`src/rtl/lock_controller_pkg.sv`:
```
// Shared definitions for the lock chamber controller: FSM state encoding and
// chamber side constants, used by the RTL and by the bench.
package lock_controller_pkg;

    typedef enum logic [3:0] {
        IDLE       = 4'd0,
        MOVE_EMPTY = 4'd1,
        OPEN_IN    = 4'd2,
        WAIT_IN    = 4'd3,
        CLOSE_IN   = 4'd4,
        MOVE_FULL  = 4'd5,
        OPEN_OUT   = 4'd6,
        WAIT_OUT   = 4'd7,
        CLOSE_OUT  = 4'd8
    } state_t;

    localparam int   STATE_W   = 4;
    localparam logic SIDE_LOW  = 1'b0;
    localparam logic SIDE_HIGH = 1'b1;

endpackage

```
`src/rtl/lock_controller_level_timer.sv`:
```
// Chamber water level: STEP_CYCLES prescaler driving an up/down counter that
// saturates at 0 (draining, dir=0) and LEVEL_MAX (filling, dir=1).
module lock_controller_level_timer #(
    parameter int LEVEL_W     = 4,
    parameter int LEVEL_MAX   = 8,
    parameter int STEP_CYCLES = 4
) (
    input  logic               clk,
    input  logic               reset,
    input  logic               en,
    input  logic               dir,
    output logic [LEVEL_W-1:0] level,
    output logic               at_target
);

    localparam int PW = (STEP_CYCLES > 1) ? $clog2(STEP_CYCLES) : 1;
    localparam logic [LEVEL_W-1:0] LEVEL_TOP  = LEVEL_W'(LEVEL_MAX);
    localparam logic [PW-1:0]      PRESC_LAST = PW'(STEP_CYCLES - 1);

    logic [PW-1:0] presc;

    assign at_target = dir ? (level == LEVEL_TOP) : (level == '0);

    // Prescaler restarts on every move, so a full move is LEVEL_MAX*STEP_CYCLES cycles.
    always_ff @(posedge clk) begin
        if (reset) begin
            presc <= '0;
            level <= '0;
        end else if (!en || at_target) begin
            presc <= '0;
        end else if (presc == PRESC_LAST) begin
            presc <= '0;
            level <= dir ? level + LEVEL_W'(1) : level - LEVEL_W'(1);
        end else begin
            presc <= presc + PW'(1);
        end
    end

endmodule

```
`src/rtl/lock_controller.sv`:
```
// Two-gate lock chamber sequencer. Optional enter timeout in WAIT_IN is built
// when the macro TIMEOUT_EN is defined; otherwise timeout is tied low.
module lock_controller
    import lock_controller_pkg::*;
#(
    parameter int LEVEL_W     = 4,
    parameter int LEVEL_MAX   = 8,
    parameter int STEP_CYCLES = 4
`ifdef TIMEOUT_EN
    ,
    parameter int ENTER_TIMEOUT = 64
`endif
) (
    input  logic               clk,
    input  logic               reset,
    input  logic               up_req,
    input  logic               down_req,
    input  logic               occupied,
    input  logic               low_status,
    input  logic               high_status,
    output logic               low_open,
    output logic               low_close,
    output logic               high_open,
    output logic               high_close,
    output logic [LEVEL_W-1:0] level,
    output logic               busy,
    output logic               timeout,
    output logic [STATE_W-1:0] dbg_state,
    output logic               dbg_at_high
);

    localparam logic [LEVEL_W-1:0] LEVEL_TOP = LEVEL_W'(LEVEL_MAX);

    state_t state, state_next;
    logic   at_high, at_high_next;
    logic   is_high, cur_status, other_status, level_ok;
    logic   move_en, at_target;
    logic   open_cur, close_cur, close_other;

    // Everything is expressed relative to the side the chamber currently serves.
    assign is_high      = (at_high == SIDE_HIGH);
    assign cur_status   = is_high ? high_status : low_status;
    assign other_status = is_high ? low_status : high_status;
    assign level_ok     = (level == (is_high ? LEVEL_TOP : '0));
    assign move_en      = (state == MOVE_EMPTY) || (state == MOVE_FULL);

    lock_controller_level_timer #(
        .LEVEL_W     (LEVEL_W),
        .LEVEL_MAX   (LEVEL_MAX),
        .STEP_CYCLES (STEP_CYCLES)
    ) u_level_timer (
        .clk       (clk),
        .reset     (reset),
        .en        (move_en),
        .dir       (!is_high),
        .level     (level),
        .at_target (at_target)
    );

`ifdef TIMEOUT_EN
    localparam int TW = $clog2(ENTER_TIMEOUT + 1);
    localparam logic [TW-1:0] WAIT_LAST = TW'(ENTER_TIMEOUT - 1);
    logic [TW-1:0] wait_cnt;
    logic          timeout_hit;
`endif

    always_comb begin
        state_next   = state;
        at_high_next = at_high;
        open_cur     = 1'b0;
        close_cur    = 1'b0;
        close_other  = 1'b0;
`ifdef TIMEOUT_EN
        timeout_hit  = 1'b0;
`endif
        case (state)
            IDLE: begin
                if (is_high ? down_req : up_req)       state_next = OPEN_IN;
                else if (is_high ? up_req : down_req)  state_next = MOVE_EMPTY;
            end
            MOVE_EMPTY, MOVE_FULL: begin
                if (at_target) begin
                    at_high_next = !at_high;
                    state_next   = (state == MOVE_EMPTY) ? OPEN_IN : OPEN_OUT;
                end
            end
            OPEN_IN, OPEN_OUT: begin
                // Interlock: the far gate must read closed before ours may open.
                if (!other_status)   close_other = 1'b1;
                else if (!cur_status) state_next = (state == OPEN_IN) ? WAIT_IN : WAIT_OUT;
                else                 open_cur    = level_ok;
            end
            WAIT_IN: begin
                if (occupied) state_next = CLOSE_IN;
`ifdef TIMEOUT_EN
                else if (wait_cnt == WAIT_LAST) begin
                    state_next  = CLOSE_OUT;
                    timeout_hit = 1'b1;
                end
`endif
            end
            WAIT_OUT: begin
                if (!occupied) state_next = CLOSE_OUT;
            end
            CLOSE_IN, CLOSE_OUT: begin
                if (cur_status) state_next = (state == CLOSE_IN) ? MOVE_FULL : IDLE;
                else            close_cur  = 1'b1;
            end
            default: state_next = IDLE;
        endcase
    end

    // Gate commands are registered from the current state, so they rise one
    // cycle after a state is entered and fall one cycle after status confirms.
    always_ff @(posedge clk) begin
        if (reset) begin
            state      <= IDLE;
            at_high    <= SIDE_LOW;
            low_open   <= 1'b0;
            low_close  <= 1'b0;
            high_open  <= 1'b0;
            high_close <= 1'b0;
        end else begin
            state      <= state_next;
            at_high    <= at_high_next;
            low_open   <= !is_high && open_cur;
            low_close  <= (!is_high && close_cur) || (is_high && close_other);
            high_open  <= is_high && open_cur;
            high_close <= (is_high && close_cur) || (!is_high && close_other);
        end
    end

`ifdef TIMEOUT_EN
    always_ff @(posedge clk) begin
        if (reset || state != WAIT_IN) wait_cnt <= '0;
        else                           wait_cnt <= wait_cnt + TW'(1);
    end
    assign timeout = timeout_hit;
`else
    assign timeout = 1'b0;
`endif

    assign busy        = (state != IDLE);
    assign dbg_state   = state;
    assign dbg_at_high = at_high;

endmodule

```
`config.mk`:
```
export PLATFORM = sky130hd
export DESIGN_NAME = lock_controller
export DESIGN_NICKNAME = d
export VERILOG_FILES = /design/src/rtl/lock_controller_pkg.sv /design/src/rtl/lock_controller_level_timer.sv /design/src/rtl/lock_controller.sv
export SDC_FILE = /design/constraint.sdc
export NUM_CORES = 1
export LEC_CHECK = 0
export CAP_MARGIN = 20
export CORE_UTILIZATION = 51
export CTS_CLUSTER_SIZE = 20
export DETAILED_ROUTE_END_ITERATION = 10
export PLACE_DENSITY_LB_ADDON = 0.1
export SYNTH_ARGS = -nofsm -noshare
export SYNTH_HDL_FRONTEND = slang
export SYNTH_SLANG_ARGS = --single-unit
```
`constraint.sdc`:
```
create_clock -name clk -period 3.9 [get_ports clk]
set_input_delay 1.17 -clock clk [delete_from_list [all_inputs] [get_ports clk]]
set_output_delay 1.17 -clock clk [all_outputs]
set_load 0.03 [all_outputs]
```
== After elaboration in Yosys (flattened, before gate mapping) ==
Index checks and enable logic that the tools add are counted.
Widths: inputs -> output; s select.
Operators by class
  add/sub/neg operators: 3
  equal/unequal tests: 18
  muxes and demuxes: 26
  bitwise gates (word level): 1
  reductions and logical operators: 22
Operators with widths (number)
  $mux 4: 10
  $pmux 4 s6: 1
  $eq 4x3->1 const B: 4
  $mux 1: 12
  $ne 2x2->1 const B: 5
  $mux 3: 3
  $eq 4x2->1 const B: 2
  $eq 4x4->1 const B: 2
  $logic_not 4->1: 2
  $reduce_and 7->1: 1
  $logic_and 1x1->1: 6
  $reduce_or 2->1: 3
  $add 4x1->4 const B: 1
  $eq 4x1->1 const B: 1
  $eq 4x4->1: 1
  $logic_or 1x1->1: 4
  $reduce_and 2->1: 2
  $reduce_bool 4->1: 1
  $sub 4x1->4 const B: 1
  $ne 3x3->1 const B: 1
  $reduce_or 3->1: 1
  $add 2x1->2 const B: 1
  $eq 2x2->1 const B: 1
  $logic_not 1->1: 2
  other kinds (2): 2
Storage, ports and cells
  bits in registers: 15
  output and inout port bits: 15
  word-level logic and storage cells: 78

== Logic depth before layout (Yosys ltp) ==
Gate-level depths: netlist (run 1).
  word-level depth: 6
  gate-level depth with buffers: 6
  mapped depth without buffers: 6

== By module ==
Synthesis (run 1) repeated with hierarchy kept, for this count alone.
Second synthesis, totals
  cell total of the unflattened synthesis: 109
  area total of the unflattened synthesis: 973.4 um^2
Modules (own cells, without submodules)
  lock_controller: times used 1, cells an instance 72, area each 600.6 um^2
  lock_controller_level_timer: times used 1, cells an instance 37, area each 372.9 um^2

== Worst setup path before layout (run 1) ==
Ideal clock, no wire load.
  path type: flip-flop to output port
  start: reg state[3] (netlist: dbg_state[3])
  end: out busy
  arrival: 1.121 ns
  slack: 1.609 ns
  stages on the path, launching flop included: 2
  path buffers: 0
  cells stage by stage: dfxtp_1 or4_1
Between the ends
  longest elaborated chain between the ends: 1
RTL lines
  start: declaration: RTL line lock_controller.sv:34  | state_t state, state_next;
  start signal: assignment: RTL line lock_controller.sv:124  | state <= state_next;
  $reduce_bool 4->1: RTL line lock_controller.sv:143  | assign busy = (state != IDLE);
  end: declaration: RTL line lock_controller.sv:26  | output logic busy,
No other way between the ends.

== Worst setup path in the final report (run 1) ==
Ends and elaborated chain as after synthesis.

==> flow_summary_export.csv, run 1 <==
group,metric,value,unit
outcome,outcome,"finished with violations",
outcome,violations,"DRC",
power,swShare,0.402,
route,routed_via_density,5.81,
hold_path,min_path_cells,1,
sta,worstMarginPinSlew,570,ps
grt,grt_usage,0.228,
die,start_util,0.567,
grt,grt_pass1_wl,3.11,mm
final_layout,drive_above_1_share,0.0504,
flow_run,cap_violations,0,
critical_path,crit_required,2730,ps
logic_synthesis,syn_nets,114,
cts,cts_tree,"built",
logic_synthesis,synthDistinctLibCells,37,
final_layout,nets,131,
sta,rsz0062_at_grt,"no",
critical_path,rrSetupSlack,1970,ps
sta,fin_skew,5.11,ps
power,ir_worst_vdd,350,µV
sta,slew_violations,0,
sta,fin_hold_ws,436,ps
cts,post_cts_buffers,0,
placement,pre_cts_ws,961,ps
power,p_switching,209,µW
logic_synthesis,synth_fa_ha_area_frac,0.0651,
critical_path,rr_startpoint,"dbg_state[3]",
logic_synthesis,ys_ff_latch,15,
route,drtAntennaViolNets,0,
power,power.internal,310,µW
logic_synthesis,yosys_warnings,0,
die,core-area,0.00156,mm²
die,die_y,43.6,µm
grt,grt_antenna_before_repair,0,
power,p_per_area,479,mW/mm²
critical_path,crit_start,"dbg_state[3]",
logic_synthesis,synth-edff-count,0,
sta,setup_ws,764,ps
cts,cts_resized,0,
logic_synthesis,yosys.area_share.simple,0.281,
route,drc,1,
hold_path,min_from,"u_level_timer.presc[0]",
route,routed-via-count,785,
die,pin_count,22,
logic_synthesis,async_reset_ff_frac,0,
critical_path,path_class,"flop to output pin",
sta,min_period_over_period,0.804,
sta,max_freq,319,MHz
power,cellLeakagePower,0.000375,µW
cts,clock-root-buffer,"clkbuf_4",
logic_synthesis,syn_inst,103,
route,drtIter0Drc,11,
sta,final-hold-violation-count,0,
critical_path,critPathLaunchType,"flop",
cts,cts_buffers,3,
placement,io_buffers,20,
logic_synthesis,ys_seq_area_frac,0.339,
placement,gp_congestion,0.756,
route,post_drt_wl_per_cell,13.6,µm
placement,dp_hpwl,1.33,mm
sta,period_minus_slack,3140,ps
cts,clk_pin_slew,90,ps
critical_path,r2r-end,"dbg_state[2]",
power,combPwrFrac,0.424,
cts,clk_latency,290,ps
placement,place_area,0.00106,mm²
critical_path,r2r_cells,5,
grt,grt_max_degree,18,
final_layout,fin_area,0.00108,mm²
critical_path,cp_max_fo,12,
die,fp.dieW,43.6,µm
power,power_frac_clock,0.171,
cts,cts_max_level,1,
power,power,519,µW
cts,cts_sinks,15,
route,dr.pass1.iters,7,
logic_synthesis,netlist_area,885,µm²
logic_synthesis,synth_top_family_by_area,"simple AND/OR/NAND/NOR gates",
logic_synthesis,syn_area_per_cell,8.59,µm²
final_layout,insertedDiodeCount,0,
cts,cts_hold_buffers,0,
logic_synthesis,synth_compound_area_frac,0.130,
critical_path,cp.arrival,1970,ps
logic_synthesis,synthFlopType,"dfxtp_1",
logic_synthesis,synth-xor-area-share,0.0594,
power,seq_power_share,0.405,
sta,relSlewSlack,0.619,
die,die_area,0.00190,mm²
hold_path,hp-class,"flop to flop",
sta,setup_viol,0,
critical_path,end_kind,"output pin",
grt,grt-ovfl-total,0,
grt,grt_pass1_vias,712,
route,drt_wl_total,1.83,mm
sta,finalSetupTns,0,ps
final_layout,areaGrowthSynthToFinish,22.5,%
logic_synthesis,muxShareOfSynthArea,0.0453,
hold_path,min_to,"u_level_timer.presc[0]",
cts,clockBufferDepth,2,
die,row_count,14,
==> power groups by stage <==
stage	registers [µW]	logic [µW]	clock network, µW
2_1_floorplan	210	156	0
3_5_place_dp	213	217	0
3_3_place_gp	213	214	0
6_report	210	220	88.7
4_1_cts	209	220	91.6
5_1_grt	216	239	102
==> logic make-up (layout without fill, tap and decap cells) <==
group	after synthesis	after routing
buf+inv	13	29
xor+xnor	6	6
simple gates	43	43
compound gates	17	17
other cells	1	1
mux	4	4
flops	15	15
fa+ha+maj	4	4
==> cell usage after synthesis, types with 2 or more instances <==
cell type | n | area (µm²)
o21ai_0 | 4 | 20.0
nand4_1 | 2 | 12.5
nand2b_1 | 3 | 18.8
buf_2 | 2 | 10.0
ha_1 | 3 | 37.5
nor3_1 | 6 | 30.0
mux2i_1 | 4 | 40.0
nor2_1 | 8 | 30.0
nand2_1 | 7 | 26.3
a21oi_1 | 6 | 30.0
nor4b_1 | 3 | 26.3
inv_1 | 5 | 18.8
xnor2_1 | 5 | 43.8
clkbuf_1 | 2 | 7.51
dfxtp_1 | 15 | 300
nor4_1 | 4 | 25.0
buf_4 | 4 | 30.0
==> state kept, by name, indices dropped and copies added (netlist names) <==
register and cells:
dbg_at_high 1, dbg_state 4, high_close 1, high_open 1, low_close 1, low_open 1
u_level_timer.level 4, u_level_timer.presc 2
==> placed cells by master (no fill, tap or decap), drive strengths merged, types with 2 or more instances in the layout <==
| cell type | instances |
|---|---|
| nor3b | 2 |
| nor3 | 6 |
| a21oi | 6 |
| xnor2 | 5 |
| dfxtp | 15 |
| nor4b | 3 |
| clkbuf | 4 |
| nand4 | 2 |
| nor2 | 8 |
| o21ai | 4 |
| nand2b | 3 |
| ha | 3 |
| clkdlybuf4s50 | 20 |
| mux2i | 4 |
| inv | 5 |
| nor4 | 4 |
| nand2 | 7 |
==> cell type report <==
class                   count  area, µm²
clock buffers               4       26.3
fillers                   132        475
inverters                   5       18.8
multi-input cells          75        518
flip-flops and latches     15        300
well taps                  16       20.0
repair buffers             20        200
==> stage by stage <==
step	instances	util
6_report	135	0.695
5_1_grt	135	0.695
4_1_cts	135	0.695
3_5_place_dp	131	0.678
3_3_place_gp	131	0.678
2_1_floorplan	103	-
==> worst max-delay path: stages, from the launching register on <==
cell	delay, ps
dfxtp_1	450
or4_1	600
clkdlybuf4s50_1	620
==> per-layer routing <==
metal  routed length [µm]  track usage  up-vias
met4                   35        0.113        0
met3                   87       0.0875        5
li1                     -            -      397
met5                    0            0        -
met1                  852        0.269      366
met2                  859        0.361       17
==> worst max path at each step <==
stage                        end  slack (ps)
floorplan                   busy        1610
global placement    dbg_state[2]        1040
detailed placement  dbg_state[2]         960
CTS                         busy         760
global route                busy         680
finish                      busy         760
Note: power is estimated with default switching activity, not from simulation.
==> inputs of run 2 (changes only) <==
CORE_UTILIZATION = 47   (was 51)
clock period = 3.16 ns   (was 3.9 ns; I/O delays follow)
==> run 2 against run 1 <==
The run now ends clean. Worst hold slack gained 10 ps. Critical path depth did not move. Utilization down 6.3 points. Worst setup slack got worse by 510 ps. Largest cell class unchanged.
==> flow_summary_export.csv, run 2 (synthesis gave the netlist of run 1 again) <==
group,metric,value,unit
final_layout,drive_above_1_share,0.0583,
power,power_frac_clock,0.166,
route,post_drt_wl_per_cell,11.6,µm
final_layout,fin_area,0.00110,mm²
cts,post_cts_buffers,0,
sta,slew_violations,0,
critical_path,r2r-end,"dbg_state[2]",
die,start_util,0.507,
final_layout,nets,132,
sta,relSlewSlack,0.585,
critical_path,path_class,"flop to output pin",
grt,grt_pass1_vias,675,
route,drt_wl_total,1.69,mm
critical_path,path_cells,"or4_1, clkdlybuf4s50_1",
placement,pre_cts_ws,473,ps
power,seq_power_share,0.379,
final_layout,n_fill_cell,157,
grt,grt-ovfl-total,0,
route,drtAntennaViolNets,0,
sta,max_freq,344,MHz
critical_path,cp.arrival,1950,ps
placement,place_area,0.00108,mm²
cts,cts_sinks,15,
power,power.internal,390,µW
final_layout,insertedDiodeCount,0,
critical_path,r2r_cells,5,
cts,cts_hold_buffers,0,
sta,setup_ws,257,ps
power,p_switching,252,µW
cts,clockBufferDepth,2,
route,routed-via-count,798,
critical_path,crit_required,2210,ps
placement,dp_hpwl,1.25,mm
grt,grt_antenna_before_repair,0,
route,drtIter0Drc,28,
grt,grt_pass1_wl,2.77,mm
cts,clock-root-buffer,"clkbuf_4",
sta,worstMarginPinSlew,621,ps
hold_path,hp-class,"flop to flop",
grt,grt_usage,0.182,
cts,cts_buffers,3,
cts,cts_resized,0,
cts,cts_tree,"built",
die,core-area,0.00175,mm²
flow_run,cap_violations,0,
route,dr.pass1.iters,4,
sta,rsz0062_at_grt,"no",
hold_path,min_path_cells,1,
final_layout,final_common_cell,"clkdlybuf4s50_1",
die,die_area,0.00206,mm²
cts,cts_max_level,1,
sta,finalSetupTns,0,ps
grt,grt_max_degree,18,
critical_path,max_stage_delay,620,ps
hold_path,min_from,"u_level_timer.presc[0]",
die,pin_count,22,
critical_path,end_kind,"output pin",
sta,fin_skew,5.78,ps
power,ir_worst_vdd,522,µV
sta,setup_viol,0,
power,swShare,0.392,
cts,clk_latency,280,ps
critical_path,cp_max_fo,12,
outcome,outcome,"complete, no violations",
die,die_y,45.4,µm
critical_path,cpMaxStageDelayCell,"clkdlybuf4s50_1",
final_layout,final_cell_mix,"clkdlybuf4s50_1 (20), dfxtp_1 (15), nor2_1 (8)",
power,p_per_area,582,mW/mm²
route,routed_via_density,5.50,
power,power,642,µW
critical_path,rr_startpoint,"dbg_state[3]",
power,cellLeakagePower,0.000380,µW
sta,final-hold-violation-count,0,
sta,period_minus_slack,2900,ps
placement,gp_congestion,0.794,
sta,min_period_over_period,0.919,
route,drc,0,
die,row_count,15,
placement,io_buffers,20,
hold_path,min_to,"u_level_timer.presc[0]",
critical_path,crit_start,"dbg_state[3]",
power,combPwrFrac,0.455,
die,fp.dieW,45.4,µm
final_layout,areaGrowthSynthToFinish,24.6,%
critical_path,rrSetupSlack,1300,ps
critical_path,critPathLaunchType,"flop",
cts,clk_pin_slew,90,ps
==> run 2: how the worst max path moves through the flow <==
stage / depth (start not counted) / slack (ps) / endpoint
after floorplan: 1 / 1090 / busy
after global placement: 6 / 520 / dbg_state[2]
after detailed placement: 6 / 470 / dbg_state[2]
after CTS: 2 / 250 / busy
after global routing: 2 / 200 / busy
final: 2 / 260 / busy
==> run 2: critical path, delay by kind of cell (launching register included) <==
kind / cells / cell delay, ps
buffers and inverters: 1 / 620
flip-flops: 1 / 460
AND/OR/NAND/NOR: 1 / 610
==> run 2: per-layer routing <==
metal,global-route usage,part of all wire,vias to the layer above
met5,0,0,-
met1,0.244,0.47,372
met3,0.0357,0.050,0
met4,0.0727,0,0
met2,0.286,0.47,25
li1,-,-,401
==> run 2: cell type report <==
cell class              count  area (µm²)  area share
multi-input cells          75         518       0.470
flip-flops and latches     15         300       0.272
repair buffers             21         208       0.188
well taps                  25        31.3      0.0284
clock buffers               4        26.3      0.0238
inverters                   5        18.8      0.0170
==> run 2: per-stage QoR <==
stage                      util  std cells  hold WS, ps
after global placement    0.616        141          413
final                     0.632        145          446
after global routing      0.632        145          482
after detailed placement  0.616        141          425
after floorplan               -        103          406
after CTS                 0.632        145          437
==> run 2: power by group through the flow <==
stage	Combinational, µW	Clock (µW)	Sequential (µW)
after floorplan	193	0	259
after CTS	292	110	243
after global routing	315	117	248
after detailed placement	291	0	247
after global placement	289	0	247
final	292	107	243
